$ cat src/rtl/float_pack.sv
// Shared definitions for the reduced float format used by the coprocessor:
// field layout, exponent bias, decoder FSM states and a reference conversion for models.
package float_pack;

    localparam int N_exposant = 5;
    localparam int N_mantisse = 10;
    localparam int BIAS       = 2 ** (N_exposant - 1) - 1;

    typedef struct packed {
        logic                  signe;
        logic [N_exposant-1:0] exposant;
        logic [N_mantisse-1:0] mantisse;
    } float;

    // Unbiased exponent carries one extra bit so every encoding fits as a signed value
    typedef logic signed [N_exposant:0] float_exp_t;

    typedef enum logic [1:0] {
        IDLE,
        SHIFT,
        DONE
    } f2i_state_t;

    localparam logic SHIFT_LEFT  = 1'b1;
    localparam logic SHIFT_RIGHT = 1'b0;

    function automatic float_exp_t float_bias_unbias(input float f);
        return float_exp_t'({1'b0, f.exposant}) - float_exp_t'(BIAS);
    endfunction

    // Truncate toward zero and saturate to a w-bit two's-complement range
    function automatic longint real2int_ref(input real x, input int w);
        real t;
        real lim;
        t   = (x >= 0.0) ? $floor(x) : -$floor(-x);
        lim = $pow(2.0, w - 1);
        if (t > lim - 1.0) return longint'(lim - 1.0);
        if (t < -lim) return longint'(-lim);
        return longint'(t);
    endfunction

endpackage

$ cat src/rtl/f2i_shifter.sv
// One-bit-per-cycle magnitude shifter for the float decoder: a loadable
// mantissa register, a step counter, and a sticky bit collecting dropped bits.
module f2i_shifter
    import float_pack::*;
#(
    parameter int W_INT = 32,
    parameter int CNT_W = $clog2(W_INT)
) (
    input  logic             clk,
    input  logic             reset_n,
    input  logic             load,
    input  logic             dir,
    input  logic             step,
    input  logic [W_INT-1:0] mag_in,
    input  logic [CNT_W-1:0] count_in,
    output logic [W_INT-1:0] mag,
    output logic             sticky,
    output logic             done
);

    logic [CNT_W-1:0] count;
    logic             dir_q;

    always_ff @(posedge clk or negedge reset_n) begin
        if (!reset_n) begin
            mag    <= '0;
            count  <= '0;
            sticky <= 1'b0;
            dir_q  <= SHIFT_RIGHT;
        end else if (load) begin
            mag    <= mag_in;
            count  <= count_in;
            sticky <= 1'b0;
            dir_q  <= dir;
        end else if (step && !done) begin
            count <= count - CNT_W'(1);
            if (dir_q == SHIFT_LEFT) begin
                mag <= mag << 1;
            end else begin
                // Right shifts drop fraction bits; remember whether any were set
                mag    <= mag >> 1;
                sticky <= sticky | mag[0];
            end
        end
    end

    assign done = (count == '0);

endmodule

$ cat src/rtl/float_to_int.sv
// Iterative float_pack -> signed integer decoder (truncate toward zero) behind
// valid/ready on both sides; special encodings resolve in one cycle, others shift.
module float_to_int
    import float_pack::*;
#(
    parameter int W_INT = 32
) (
    input  logic                    clk,
    input  logic                    reset_n,
    input  logic                    in_valid,
    output logic                    in_ready,
    input  float                    op_in,
    output logic                    out_valid,
    input  logic                    out_ready,
    output logic signed [W_INT-1:0] result,
    output logic                    ovf,
    output logic                    inexact
);

    localparam int CNT_W = $clog2(W_INT);
    localparam int EW    = N_exposant + 2;

    localparam logic [W_INT-1:0] INT_MIN = {1'b1, {(W_INT - 1){1'b0}}};
    localparam logic [W_INT-1:0] INT_MAX = {1'b0, {(W_INT - 1){1'b1}}};

    f2i_state_t state;
    f2i_state_t state_nxt;

    float_exp_t            e;
    logic signed [EW-1:0]  e_off;
    logic [CNT_W-1:0]      cnt_load;
    logic                  dir_load;
    logic                  zero_enc;
    logic                  e_neg;
    logic                  e_big;
    logic                  is_int_min;
    logic                  special;
    logic                  accept;

    logic                  sign_q;
    logic                  sh_load;
    logic                  sh_step;
    logic                  sh_done;
    logic                  sh_sticky;
    logic [W_INT-1:0]      sh_mag;

    // Operand decode: unbiased exponent and distance from the binary point
    assign e          = float_bias_unbias(op_in);
    assign e_off      = {e[N_exposant], e} - EW'(N_mantisse);
    assign dir_load   = e_off[EW-1] ? SHIFT_RIGHT : SHIFT_LEFT;
    assign cnt_load   = CNT_W'(e_off[EW-1] ? -e_off : e_off);
    assign zero_enc   = (op_in.exposant == '0);
    assign e_neg      = e[N_exposant];
    assign e_big      = (int'(e) >= W_INT - 1);
    // The most negative integer is representable even though its exponent is out of range
    assign is_int_min = op_in.signe && (int'(e) == W_INT - 1) && (op_in.mantisse == '0);
    assign special    = zero_enc || e_neg || e_big;

    always_ff @(posedge clk or negedge reset_n) begin
        if (!reset_n) begin
            state <= IDLE;
        end else begin
            state <= state_nxt;
        end
    end

    always_comb begin
        state_nxt = state;
        case (state)
            IDLE: begin
                if (accept) begin
                    state_nxt = special ? DONE : SHIFT;
                end
            end
            SHIFT: begin
                if (sh_done) begin
                    state_nxt = DONE;
                end
            end
            DONE: begin
                if (out_ready) begin
                    state_nxt = IDLE;
                end
            end
            default: state_nxt = IDLE;
        endcase
    end

    always_comb begin
        in_ready  = (state == IDLE) && reset_n;
        out_valid = (state == DONE);
        accept    = in_valid && in_ready;
        sh_load   = accept && !special;
        sh_step   = (state == SHIFT);
    end

    // Result/flag registers: written on special-case accept or at the end of shifting
    always_ff @(posedge clk or negedge reset_n) begin
        if (!reset_n) begin
            result  <= '0;
            ovf     <= 1'b0;
            inexact <= 1'b0;
            sign_q  <= 1'b0;
        end else begin
            case (state)
                IDLE: begin
                    if (accept) begin
                        sign_q <= op_in.signe;
                        if (zero_enc) begin
                            result  <= '0;
                            ovf     <= 1'b0;
                            inexact <= |op_in.mantisse;
                        end else if (e_neg) begin
                            result  <= '0;
                            ovf     <= 1'b0;
                            inexact <= 1'b1;
                        end else if (e_big) begin
                            inexact <= 1'b0;
                            if (is_int_min) begin
                                result <= INT_MIN;
                                ovf    <= 1'b0;
                            end else begin
                                result <= op_in.signe ? INT_MIN : INT_MAX;
                                ovf    <= 1'b1;
                            end
                        end
                    end
                end
                SHIFT: begin
                    if (sh_done) begin
                        result  <= sign_q ? -sh_mag : sh_mag;
                        ovf     <= 1'b0;
                        inexact <= sh_sticky;
                    end
                end
                default: ;
            endcase
        end
    end

    f2i_shifter #(
        .W_INT (W_INT),
        .CNT_W (CNT_W)
    ) u_shifter (
        .clk      (clk),
        .reset_n  (reset_n),
        .load     (sh_load),
        .dir      (dir_load),
        .step     (sh_step),
        .mag_in   (W_INT'({1'b1, op_in.mantisse})),
        .count_in (cnt_load),
        .mag      (sh_mag),
        .sticky   (sh_sticky),
        .done     (sh_done)
    );

endmodule

$ cat config.mk
export PLATFORM = sky130hd
export DESIGN_NAME = float_to_int
export DESIGN_NICKNAME = d
export VERILOG_FILES = /design/src/rtl/float_pack.sv /design/src/rtl/f2i_shifter.sv /design/src/rtl/float_to_int.sv
export SDC_FILE = /design/constraint.sdc
export NUM_CORES = 1
export LEC_CHECK = 0
export CORE_MARGIN = 8
export CORE_UTILIZATION = 51
export DETAILED_ROUTE_END_ITERATION = 8
export HOLD_SLACK_MARGIN = 0.03
export PLACE_DENSITY = 0.85
export SLEW_MARGIN = 20
export SYNTH_ARGS = -nofsm -noshare
export SYNTH_HDL_FRONTEND = slang
export SYNTH_SLANG_ARGS = --single-unit
$ cat constraint.sdc
create_clock -name clk -period 2.65 [get_ports clk]
set_clock_uncertainty 0.2 [all_clocks]
set_input_delay 0.53 -clock clk [delete_from_list [all_inputs] [get_ports clk]]
set_output_delay 0.53 -clock clk [all_outputs]
set_load 0.1 [all_outputs]
==> flow_summary.toml <==
[timing]
totalNegativeSetupSlack_ns = 0
report.final.hold_viol_count = 0
timing.max_slew.rel_slack_pct = 32.34
maxSlewViolCount = 0
report.final.setup_viol = 0
rsz_0062_raised_after_global_routing = "false"
fin_crit_ns = 2.577
clock.fmax_ghz = 0.3881
timing_worst_slew_pin_value_ns = 1.015
portion_of_the_clock_cycle_consumed_by_the_worst_path_in_the_final_layout_pct = 97.24

[placed_design]
placedInstanceArea_mm2 = 0.005115
io_buffer_count = 55
replace_congestion = 0.8901
dpl.hpwl_um = 7822

[final_layout]
num_antenna_cells = 0
layout-area-overhead-vs-synth_pct = 21.92
net_total_in_the_final_layout = 554
post_route_cells_drive_above_1_share_pct = 19.59
finish.utilization_pct = 62.92
design_area_mm2 = 0.005380
fillerInstances = 702

[route]
drt.antenna.violating_nets = 0
detail_route.wl_per_cell_um = 17.04
vias_per_cell = 5.948
route.final.wire_length_um = 10890
drtPass1Iterations = 5
num_vias = 3801
post-route-drc-count = 0
starting_drc_count_in_detailed_routing = 272

[worst_setup_path]
worst_r2r_endpoint = "result[26]"
timing.critical_path.slowest_cell_delay_ns = 0.48
rr_startpoint = "u_shifter.count[0]"
start_kind = "flop"
cell_count_along_the_critical_path = 8
critical_path_peak_fanout = 12
critical_path.endpoint = "result[26]"
worst_path_dominant_cell_family = "simple AND/OR/NAND/NOR gates"
worst_path_max_delay_cell = "sky130_fd_sc_hd__or4b_4"
cp.buffers_inverters = 2
crit_path_cell_trace = "inv_1 > ha_1 > or4b_4 > and2_1 > or3_4 > buf_4 > nand2_1 > o21ai_0"
crit_path_capture_type = "flop"
rrSetupSlack_ns = 0.07
required_worst_endpoint_ns = 2.65
worstRegToRegCells = 8
cp_data_arrival_time_ns = 2.58
crit_type = "reg2reg"
setup.worst_path.start = "u_shifter.count[0]"

[yosys]
ys_dominant_reg_cell = "sky130_fd_sc_hd__dfrtp_1"
synth_enable_flop_cells = 0
netlist-cell-type-count = 49
synth.net_count = 493
syn_inst = 465
synthesis.area_mm2 = 0.004413
asyncSetResetFlopFracSynth_pct = 100.0
seq_area_frac_synth_pct = 43.10
yosys_register_bits = 76
post_synth.cell_area_avg_um2 = 9.490
total_number_of_yosys_warnings = 0

[cts]
tritoncts.num_buffers = 9
clockRootBuffer = "sky130_fd_sc_hd__clkbuf_8"
cts_tree = "done"
clock_latency_ns = 0.37
htree_levels = 3
clk_pin_slew_worst_paths_ns = 0.08
cts_setup_buffers = 0
cts_sinks = 76
buffers_from_clock_root_to_sink_at_most = 2

[grt]
grt_antenna_before_repair = 0
grt_start_max_net_pins = 60
grt_pass1_vias = 3752
grt_overflow_total = 0
track_usage_pct = 18.77
grt_first_pass_wirelength_um = 17910

[pwr]
p_switching_mw = 3.470
seq_power_share_pct = 32.4
pwr_density_cell_mw_per_mm2 = 1295
post-layout-total-power_mw = 6.968
cell_internal_pwr_mw = 3.498
power.leakage_nw = 2.394
worst_ir_drop_vdd_v = 0.0004875
power.combinational.fraction_pct = 53.2
switching_share_pct = 49.80
pwr-share-clk_pct = 14.4

[worst_hold_path]
min-delay-path-class = "reg2reg"

[run]
max_cap_violations = 0

[die]
die_height_um = 109.0
design.portCount = 56
start_util_pct = 51.61
std_cell_rows = 34
core_area_mm2 = 0.008551
fp.dieW_um = 109.0
floorplan.die_area_mm2 = 0.01189

[run_status]
outcome = "finished clean"
==> per-layer routing <==
layer  up-vias  global-route usage, %  wire, um
li1       1792                      -         -
met1      1860                  22.90      4585
met2       121                  31.63      5420
met3        28                  3.132       613
met4         0                  8.993       267
met5         -                      0         0
==> metrics by stage <==
step / hold WS (ns) / setup WS, ns / std cells
6_report: 0.2855 / 0.07322 / 639
5_1_grt: 0.3149 / 0.002842 / 639
4_1_cts: 0.2916 / 0.03472 / 639
3_5_place_dp: 0.2259 / -0.3127 / 622
3_3_place_gp: 0.2241 / -0.2126 / 622
2_1_floorplan: 0.03441 / 0.05557 / 465
==> kinds of logic (layout without fill, tap and decap cells) <==
group | count (synthesis) | count (layout) | share of synthesized area [%]
compound gates | 114 | 114 | 18.09
xor+xnor | 38 | 38 | 7.542
fa+ha+maj | 8 | 8 | 2.268
buf+inv | 49 | 115 | 5.018
flops | 76 | 76 | 43.10
mux | 33 | 33 | 7.514
simple gates | 147 | 147 | 16.47
==> how the worst min path moves through the flow <==
stage                        to       start  slack (ns)  cells past startpoint
6_report             result[23]  result[23]        0.29                      2
5_1_grt               result[2]   result[2]        0.31                      2
4_1_cts              result[23]  result[23]        0.29                      2
3_5_place_dp   u_shifter.mag[4]     reset_n        0.23                      1
3_3_place_gp   u_shifter.mag[7]     reset_n        0.22                      1
2_1_floorplan           inexact     reset_n        0.03                      0
==> worst min-delay path, delay by kind of cell (launching register included) <==
kind	cells	cell delay, ns
compound gates	1	0.06
simple gates	1	0.04
flops	1	0.35
==> cells in the mapped netlist (4+ instances only) <==
cell / number / area [um2]
sky130_fd_sc_hd__inv_1: 11 / 41.29
sky130_fd_sc_hd__buf_6: 4 / 45.04
sky130_fd_sc_hd__nor4_1: 6 / 37.54
sky130_fd_sc_hd__a211oi_1: 20 / 150.1
sky130_fd_sc_hd__xor2_1: 33 / 289.0
sky130_fd_sc_hd__o41ai_1: 7 / 61.31
sky130_fd_sc_hd__o21ai_1: 8 / 40.04
sky130_fd_sc_hd__clkbuf_1: 27 / 101.4
sky130_fd_sc_hd__a31oi_1: 6 / 37.54
sky130_fd_sc_hd__buf_2: 5 / 25.02
sky130_fd_sc_hd__nand2_1: 53 / 198.9
sky130_fd_sc_hd__dfrtp_1: 76 / 1902
sky130_fd_sc_hd__xnor2_1: 5 / 43.79
sky130_fd_sc_hd__nor2_1: 38 / 142.6
sky130_fd_sc_hd__o21ai_0: 30 / 150.1
sky130_fd_sc_hd__nand4_1: 5 / 31.28
sky130_fd_sc_hd__o31ai_1: 19 / 142.6
sky130_fd_sc_hd__nor3_1: 7 / 35.03
sky130_fd_sc_hd__a221o_1: 8 / 80.08
sky130_fd_sc_hd__mux2i_1: 32 / 320.3
sky130_fd_sc_hd__ha_1: 8 / 100.1
sky130_fd_sc_hd__or3_1: 7 / 43.79
sky130_fd_sc_hd__nand3_1: 7 / 35.03
sky130_fd_sc_hd__nand2b_1: 4 / 25.02
==> area by class of cell <==
type | instances | area, um2 | share of cell area, %
clock buffers | 10 | 137.6 | 2.558
multi-input cells | 340 | 2326 | 43.23
repair buffers | 88 | 752.0 | 13.98
flip-flops and latches | 76 | 1902 | 35.35
inverters | 11 | 41.29 | 0.7674
clock inverters | 6 | 86.33 | 1.605
well taps | 108 | 135.1 | 2.512
==> power by group through the flow <==
stage	registers, mW	logic (mW)	clock network, mW
finish	2.26	3.71	1.00
global route	2.33	4.00	1.06
CTS	2.22	3.70	1.01
detailed placement	2.24	3.67	0
global placement	2.22	3.58	0
floorplan	2.79	2.20	0
==> sequential cells by signal, summed over array words and instances, names as in the netlist <==
name              flops
inexact               1
ovf                   1
result               32
sign_q                1
state                 2
u_shifter.count       5
u_shifter.dir_q       1
u_shifter.mag        32
u_shifter.sticky      1
==> cells in the final DEF, fill, tap and decap left out, types with 10 or more instances in the layout <==
| cell | Yosys | layout |
|---|---|---|
| sky130_fd_sc_hd__mux2i_1 | 32 | 32 |
| sky130_fd_sc_hd__dfrtp_1 | 76 | 76 |
| sky130_fd_sc_hd__buf_4 | 0 | 65 |
| sky130_fd_sc_hd__inv_1 | 11 | 11 |
| sky130_fd_sc_hd__a211oi_1 | 20 | 20 |
| sky130_fd_sc_hd__clkdlybuf4s50_1 | 0 | 17 |
| sky130_fd_sc_hd__nor2_1 | 38 | 38 |
| sky130_fd_sc_hd__clkbuf_8 | 0 | 10 |
| sky130_fd_sc_hd__nand2_1 | 53 | 53 |
| sky130_fd_sc_hd__o21ai_0 | 30 | 30 |
| sky130_fd_sc_hd__o31ai_1 | 19 | 19 |
| sky130_fd_sc_hd__xor2_1 | 33 | 33 |
==> timing repair <==
item / in CTS / in global routing
hold buffers: 1 / 0
endpoints found under the setup margin: 0 / 5
gates resized for setup: 0 / 6
endpoints found under the hold margin: 17 / 0
(Power assumes the default switching activity.)
